--- src/rtl/render_sequencer.sv ---
// render_sequencer: frame-level scheduler for the single pixel-write port.
// Each accepted frame tick snapshots ball/plate geometry, erases the previous
// ball and plate, draws the new ones, then lends the port to the scoreboard
// drawer until it signals done. All outputs are registered.
module render_sequencer #(
  parameter int unsigned SCREEN_W    = 160,
  parameter int unsigned SCREEN_H    = 120,
  parameter int unsigned PLATE_H     = 2,
  parameter logic [2:0]  BG_COLOR    = 3'b000,
  parameter logic [2:0]  BALL_COLOR  = 3'b111,
  parameter logic [2:0]  PLATE_COLOR = 3'b010
) (
  input  logic       clk,
  input  logic       reset,
  input  logic       frame_tick,
  input  logic [7:0] ballx,
  input  logic [6:0] bally,
  input  logic [5:0] ballsize,
  input  logic [7:0] platex,
  input  logic [6:0] platey,
  input  logic [5:0] platesize,
  input  logic       score_done,
  input  logic [7:0] score_x,
  input  logic [6:0] score_y,
  input  logic [2:0] score_color,
  input  logic       score_plot,
  output logic [7:0] x,
  output logic [6:0] y,
  output logic [2:0] color,
  output logic       plot,
  output logic       score_req,
  output logic       busy,
  output logic       overrun
);

  typedef enum logic [2:0] {
    IDLE, ERASE_BALL, ERASE_PLATE, DRAW_BALL, DRAW_PLATE, SCORE
  } state_t;

  typedef struct packed {
    logic [7:0] ball_x;
    logic [6:0] ball_y;
    logic [5:0] ball_size;
    logic [7:0] plate_x;
    logic [6:0] plate_y;
    logic [5:0] plate_size;
  } geom_t;

  typedef struct packed {
    logic [7:0] bx;
    logic [6:0] by;
    logic [5:0] w;
    logic [5:0] h;
    logic [2:0] col;
  } rect_t;

  localparam logic [5:0] PLATE_H_6  = 6'(PLATE_H);
  localparam logic [8:0] SCREEN_W_9 = 9'(SCREEN_W);
  localparam logic [7:0] SCREEN_H_8 = 8'(SCREEN_H);

  // Rectangle (origin, size, colour) painted in a given state.
  function automatic rect_t rect_of(state_t s, geom_t o, geom_t n);
    rect_t r;
    r = '0;
    case (s)
      ERASE_BALL:  r = '{o.ball_x,  o.ball_y,  o.ball_size,  o.ball_size, BG_COLOR};
      ERASE_PLATE: r = '{o.plate_x, o.plate_y, o.plate_size, PLATE_H_6,   BG_COLOR};
      DRAW_BALL:   r = '{n.ball_x,  n.ball_y,  n.ball_size,  n.ball_size, BALL_COLOR};
      DRAW_PLATE:  r = '{n.plate_x, n.plate_y, n.plate_size, PLATE_H_6,   PLATE_COLOR};
      default:     r = '0;
    endcase
    return r;
  endfunction

  // Fixed order of the pixel phases; everything after the plate is SCORE.
  function automatic state_t succ(state_t s);
    case (s)
      ERASE_BALL:  return ERASE_PLATE;
      ERASE_PLATE: return DRAW_BALL;
      DRAW_BALL:   return DRAW_PLATE;
      default:     return SCORE;
    endcase
  endfunction

  // Advance past empty rectangles so a zero-sized object costs no cycles.
  function automatic state_t skip_empty(state_t s, geom_t o, geom_t n);
    state_t t;
    rect_t  r;
    t = s;
    for (int i = 0; i < 4; i++) begin
      r = rect_of(t, o, n);
      if (t != SCORE && (r.w == 6'd0 || r.h == 6'd0)) t = succ(t);
    end
    return t;
  endfunction

  state_t     state_q, state_d;
  logic [5:0] cx_q, cx_d, cy_q, cy_d;
  logic       valid_q, valid_d;
  geom_t      new_q, new_d, old_q, old_d;
  logic [7:0] x_q, x_d;
  logic [6:0] y_q, y_d;
  logic [2:0] color_q, color_d;
  logic       plot_q, plot_d, score_req_q, score_req_d;
  logic       busy_q, busy_d, overrun_q, overrun_d;

  geom_t      tick_geom;
  rect_t      cur, nxt;
  logic [8:0] px;
  logic [7:0] py;

  assign tick_geom = '{ballx, bally, ballsize, platex, platey, platesize};

  // Next-state, counter and output computation; outputs describe the state being entered.
  always_comb begin
    // NOTE: every always_comb target gets a default first so no path leaves it unassigned (no latch).
    state_d     = state_q;
    cx_d        = cx_q;
    cy_d        = cy_q;
    valid_d     = valid_q;
    new_d       = new_q;
    old_d       = old_q;
    x_d         = x_q;
    y_d         = y_q;
    color_d     = color_q;
    plot_d      = 1'b0;
    overrun_d   = frame_tick && (state_q != IDLE);
    cur         = rect_of(state_q, old_q, new_q);
    nxt         = '0;
    px          = '0;
    py          = '0;

    case (state_q)
      IDLE: begin
        if (frame_tick) begin
          new_d   = tick_geom;
          state_d = skip_empty(valid_q ? ERASE_BALL : DRAW_BALL, old_q, tick_geom);
          cx_d    = '0;
          cy_d    = '0;
        end
      end
      SCORE: begin
        if (score_done) state_d = IDLE;
      end
      default: begin
        if (cx_q == cur.w - 6'd1) begin
          cx_d = '0;
          if (cy_q == cur.h - 6'd1) begin
            cy_d    = '0;
            state_d = skip_empty(succ(state_q), old_q, new_q);
          end else begin
            cy_d = cy_q + 6'd1;
          end
        end else begin
          cx_d = cx_q + 6'd1;
        end
      end
    endcase

    // Frame geometry becomes the next frame's erase target once drawing is done.
    if (state_d == SCORE && state_q != SCORE) begin
      old_d   = new_d;
      valid_d = 1'b1;
    end

    if (state_q == SCORE) begin
      x_d     = score_x;
      y_d     = score_y;
      color_d = score_color;
      plot_d  = score_plot;
    end else if (state_d != IDLE && state_d != SCORE) begin
      nxt     = rect_of(state_d, old_q, new_d);
      px      = {1'b0, nxt.bx} + {3'b000, cx_d};
      py      = {1'b0, nxt.by} + {2'b00, cy_d};
      x_d     = px[7:0];
      y_d     = py[6:0];
      color_d = nxt.col;
      plot_d  = (px < SCREEN_W_9) && (py < SCREEN_H_8);
    end

    score_req_d = (state_d == SCORE);
    busy_d      = (state_d != IDLE);
  end

  // Control FSM and registered outputs with synchronous reset.
  always_ff @(posedge clk) begin
    // NOTE: sequential state uses non-blocking assignments so every flop samples pre-edge values.
    if (reset) begin
      state_q     <= IDLE;
      cx_q        <= '0;
      cy_q        <= '0;
      valid_q     <= 1'b0;
      x_q         <= '0;
      y_q         <= '0;
      color_q     <= '0;
      plot_q      <= 1'b0;
      score_req_q <= 1'b0;
      busy_q      <= 1'b0;
      overrun_q   <= 1'b0;
    end else begin
      state_q     <= state_d;
      cx_q        <= cx_d;
      cy_q        <= cy_d;
      valid_q     <= valid_d;
      x_q         <= x_d;
      y_q         <= y_d;
      color_q     <= color_d;
      plot_q      <= plot_d;
      score_req_q <= score_req_d;
      busy_q      <= busy_d;
      overrun_q   <= overrun_d;
    end
  end

  // Geometry snapshots; only read while valid_q or after a tick has loaded them.
  always_ff @(posedge clk) begin
    // NOTE: these data registers are deliberately unreset; valid_q guards every use of old_q.
    new_q <= new_d;
    old_q <= old_d;
  end

  assign x         = x_q;
  assign y         = y_q;
  assign color     = color_q;
  assign plot      = plot_q;
  assign score_req = score_req_q;
  assign busy      = busy_q;
  assign overrun   = overrun_q;

endmodule

--- config.mk ---
export PLATFORM = sky130hd
export DESIGN_NAME = render_sequencer
export DESIGN_NICKNAME = d
export VERILOG_FILES = /design/src/rtl/render_sequencer.sv
export SDC_FILE = /design/constraint.sdc
export NUM_CORES = 1
export LEC_CHECK = 0
export BUFFER_PORTS_ARGS = -buffer_cell sky130_fd_sc_hd__buf_2
export CORE_MARGIN = 5
export CORE_UTILIZATION = 40
export CTS_CLUSTER_SIZE = 28
export DETAILED_ROUTE_END_ITERATION = 10
export HOLD_SLACK_MARGIN = 0.12
export PLACE_DENSITY = 0.7
export SLEW_MARGIN = 20
export SYNTH_ARGS = -nofsm -noshare
export SYNTH_HDL_FRONTEND = slang
export SYNTH_SLANG_ARGS = --single-unit
--- constraint.sdc ---
create_clock -name clk -period 6.2 [get_ports clk]
set_clock_uncertainty 0.1 [all_clocks]
set_input_delay 0.62 -clock clk [delete_from_list [all_inputs] [get_ports clk]]
set_output_delay 0.62 -clock clk [all_outputs]
set_load 0.02 [all_outputs]
==> results by group <==
Status
  – Status: complete, but fails checks
  – Failing checks: negative setup slack

Timing
  – Fmax: 156 MHz
  – Post-route minimum period: 6.40 ns
  – Worst-margin pin slew: 1.00 ns
  – Setup WS post-layout: -0.197 ns
  – Final Hold Fails: 0
  – Hold slack: 0.341 ns
  – RSZ-0062 raised after global routing: true
  – Final setup viols: 2
  – Period Utilization, post-route: 1.03
  – Rel. slew slack: 0.333
  – Max-slew violation count: 0

Critical path
  – Crit. End Element: flip-flop
  – WS Path Type: flip-flop to flip-flop
  – Worst reg-to-reg path cell count: 26
  – Worst EP arrival: 6.61 ns
  – CP Data Required Time: 6.42 ns
  – Critical path fanouts, max: 5
  – Startpoint types: flip-flop

Die
  – CORE AREA: 16600 um^2
  – Die area: 19600 um^2
  – Die height: 140 um
  – FP Rows: 47
  – Die Wd: 140 um
  – Num ports: 87
  – Starting density of the core: 0.407

Global route
  – Pin count of the biggest net entering global routing: 44
  – GRT Total Usage: 0.188
  – Total gr overflow: 0
  – Antenna violations before repair: 0
  – Vias in the first global route: 6047
  – First-pass GRT wire length: 30200 um

Power
  – Final Power: 2.96 mW
  – LEAKAGE: 3.84 nW
  – Pwr per Cell Area: 328 nW/um^2
  – Peak VDD IR: 0.204 mV

CTS
  – CTS Hold Buffers Added: 0
  – Worst skew pair latency: 0.42 ns
  – CTS max path bufs: 2
  – CTS buffer count: 17
  – Clk root buf: clkbuf_16
  – CTS tree: yes
  – CTS clk-pin slew, worst paths: 0.06 ns
  – Sink Count: 122
  – H-Tree Depth: 4

Drt
  – Avg Vias per Cell: 5.40
  – Initial DRT Pass Iterations: 5
  – Via count: 6245
  – DRC viols: 0
  – Iter 0 DRT Violations: 461
  – WL/cell: 16.6 um
  – Antenna-violating nets left: 0
  – Final WL: 19300 um

Yosys
  – EDFF count, synth: 42
  – Mapped Cells: 759
  – Yosys warnings: 0
  – Mean Syn Cell Area: 8.90 um^2
  – Post-synth net total: 847
  – Ys flop type: dfxtp_1
  – Distinct cells, synth: 75
  – Synthesized cell area: 6750 um^2
  – Asr flop ratio synth: 0
  – Synthesis-stage register bit count: 122
  – Post-synthesis sequential area ratio: 0.424

Place
  – Dpl hpwl: 13600 um
  – DP Worst Slack: -0.251 ns
  – Placed cell area: 8030 um^2
  – Port Buffer Count: 86
  – Final GP Congestion: 0.888

Finish
  – Antenna Cells: 0
  – Design Area, Final: 9000 um^2
  – Area growth from synthesis to layout: 33.3%
  – Share of cells above drive strength 1: 0.315
  – Core Util, Final: 0.543
  – FILL cells: 1511
  – Final net count: 1012

Min path
  – Hold path cells: 3
  – Worst hold path class: input port to flip-flop

Flow run
  – Maximum Capacitance Violations: 0
-- critical path, cell delays in order (launching register included) --
cell and delay [ns]:
edfxtp_1 0.39, or4_4 0.56, or4_4 0.43, and2_4 0.18, ha_4 0.17, a22oi_2 0.15, nand2_2 0.08, a221oi_4 0.40
buf_4 0.19, mux2_4 0.32, a311o_1 0.29, a221o_1 0.41, or2_4 0.29, a21o_4 0.23, buf_4 0.15, o22ai_4 0.18
ha_4 0.17, inv_2 0.04, fa_2 0.36, nor2b_1 0.11, o21ai_1 0.08, nand2b_1 0.10, a21o_1 0.13, a21o_1 0.18
xnor2_2 0.08, a221o_1 0.33, a32o_1 0.20
-- cells in the mapped netlist, drive strengths merged, types with 13 or more instances --
| library cell | count | area [um^2] |
|---|---|---|
| o21ai | 27 | 135 |
| nor2 | 40 | 150 |
| a22oi | 23 | 173 |
| nand3 | 27 | 135 |
| edfxtp | 42 | 1260 |
| nor3 | 15 | 75.1 |
| ha | 21 | 263 |
| and2 | 24 | 153 |
| mux2i | 25 | 263 |
| a21oi | 31 | 155 |
| clkbuf | 28 | 105 |
| dfxtp | 80 | 1600 |
| xnor2 | 13 | 114 |
| nand2 | 165 | 619 |
| o22ai | 13 | 87.6 |
| inv | 13 | 48.8 |
-- what timing repair did --
| action | CTS | global route |
|---|---|---|
| cloned | 0 | 1 |
| setup buffers | 4 | 8 |
| setup endpoints to repair | 5 | 7 |
| pin swaps | 14 | 31 |
| gates resized for setup | 17 | 43 |
| hold endpoints to repair | 0 | 0 |
-- cell usage in the layout, fill, tap and decap left out, types with 6 or more instances in the layout --
| master | instances |
|---|---|
| inv_1 | 10 |
| edfxtp_1 | 42 |
| a31oi_1 | 6 |
| buf_2 | 86 |
| nand2_1 | 163 |
| nor4bb_1 | 7 |
| nand3_1 | 27 |
| o31ai_1 | 7 |
| and2_1 | 21 |
| dfxtp_1 | 80 |
| a22oi_1 | 19 |
| buf_4 | 95 |
| nand2b_1 | 7 |
| ha_4 | 6 |
| ha_1 | 14 |
| o211ai_1 | 7 |
| a21oi_1 | 27 |
| a21o_1 | 7 |
| nor2_1 | 36 |
| o22ai_1 | 6 |
| nor3_1 | 13 |
| mux2i_1 | 20 |
| o21ai_0 | 23 |
| nor2b_1 | 11 |
| clkbuf_16 | 17 |
| xnor2_1 | 11 |
| and3_1 | 6 |
| xor2_1 | 10 |
-- cells by family (layout without fill, tap and decap cells) --
group / Yosys count / count (layout) / synth area share
adder cells (fa/ha/maj): 24 / 24 / 0.0463
AO/OA/AOI/OAI: 170 / 171 / 0.178
multiplexers: 31 / 31 / 0.0489
flip-flops: 122 / 122 / 0.424
XOR/XNOR: 23 / 23 / 0.0298
buffers and inverters: 51 / 228 / 0.0298
AND/OR/NAND/NOR: 338 / 338 / 0.243
-- stage by stage --
stage | TNS (ns) | std cells
after global placement | -0.656 | 1112
after global routing | -1.19 | 1157
after CTS | -0.117 | 1148
after floorplan | -0.0541 | 759
final | -0.280 | 1157
after detailed placement | -0.617 | 1112
-- cell type report --
class                           count  area [um^2]  area share
Sequential cell                   122         2860       0.318
Clock inverter                     14          135      0.0150
Inverter                           13         48.8     0.00542
Timing Repair Buffer              183         1170       0.130
Tap cell                          220          275      0.0306
Clock buffer                       18          439      0.0488
Multi-Input combinational cell    587         4070       0.452
-- state kept, by name (all words and copies together), names as in the netlist --
name	flops
x	8
busy	1
plot	1
old_q	42
cy_q	6
state_q	3
color	3
score_req	1
new_q	42
overrun	1
y	7
valid_q	1
cx_q	6
-- report_power, final --
| part | internal, mW | leakage [nW] | switching, mW |
|---|---|---|---|
| clock | 0.571 | 0.288 | 0.393 |
| sequential | 0.968 | 1.04 | 0.0620 |
| combinational | 0.416 | 2.51 | 0.545 |
-- layer usage --
layer	global-route usage	routed length (um)	up-vias
li1	-	-	3099
met1	0.253	8770	2964
met2	0.307	9310	156
met3	0.0368	868	26
met4	0.0597	303	0
met5	0	0	-
-- worst paths after layout --
path	from	endpoint	slack (ns)
min	platesize[1]	new_q[1]$_DFF_P_	0.34
max	old_q[22]$_DFFE_PP_	plot$_SDFF_PP0_	-0.20
min reg2reg	x[2]$_SDFFE_PP0P_	x[2]$_SDFFE_PP0P_	0.37
max reg2reg	old_q[22]$_DFFE_PP_	plot$_SDFF_PP0_	-0.20
(Power assumes the default switching activity.)
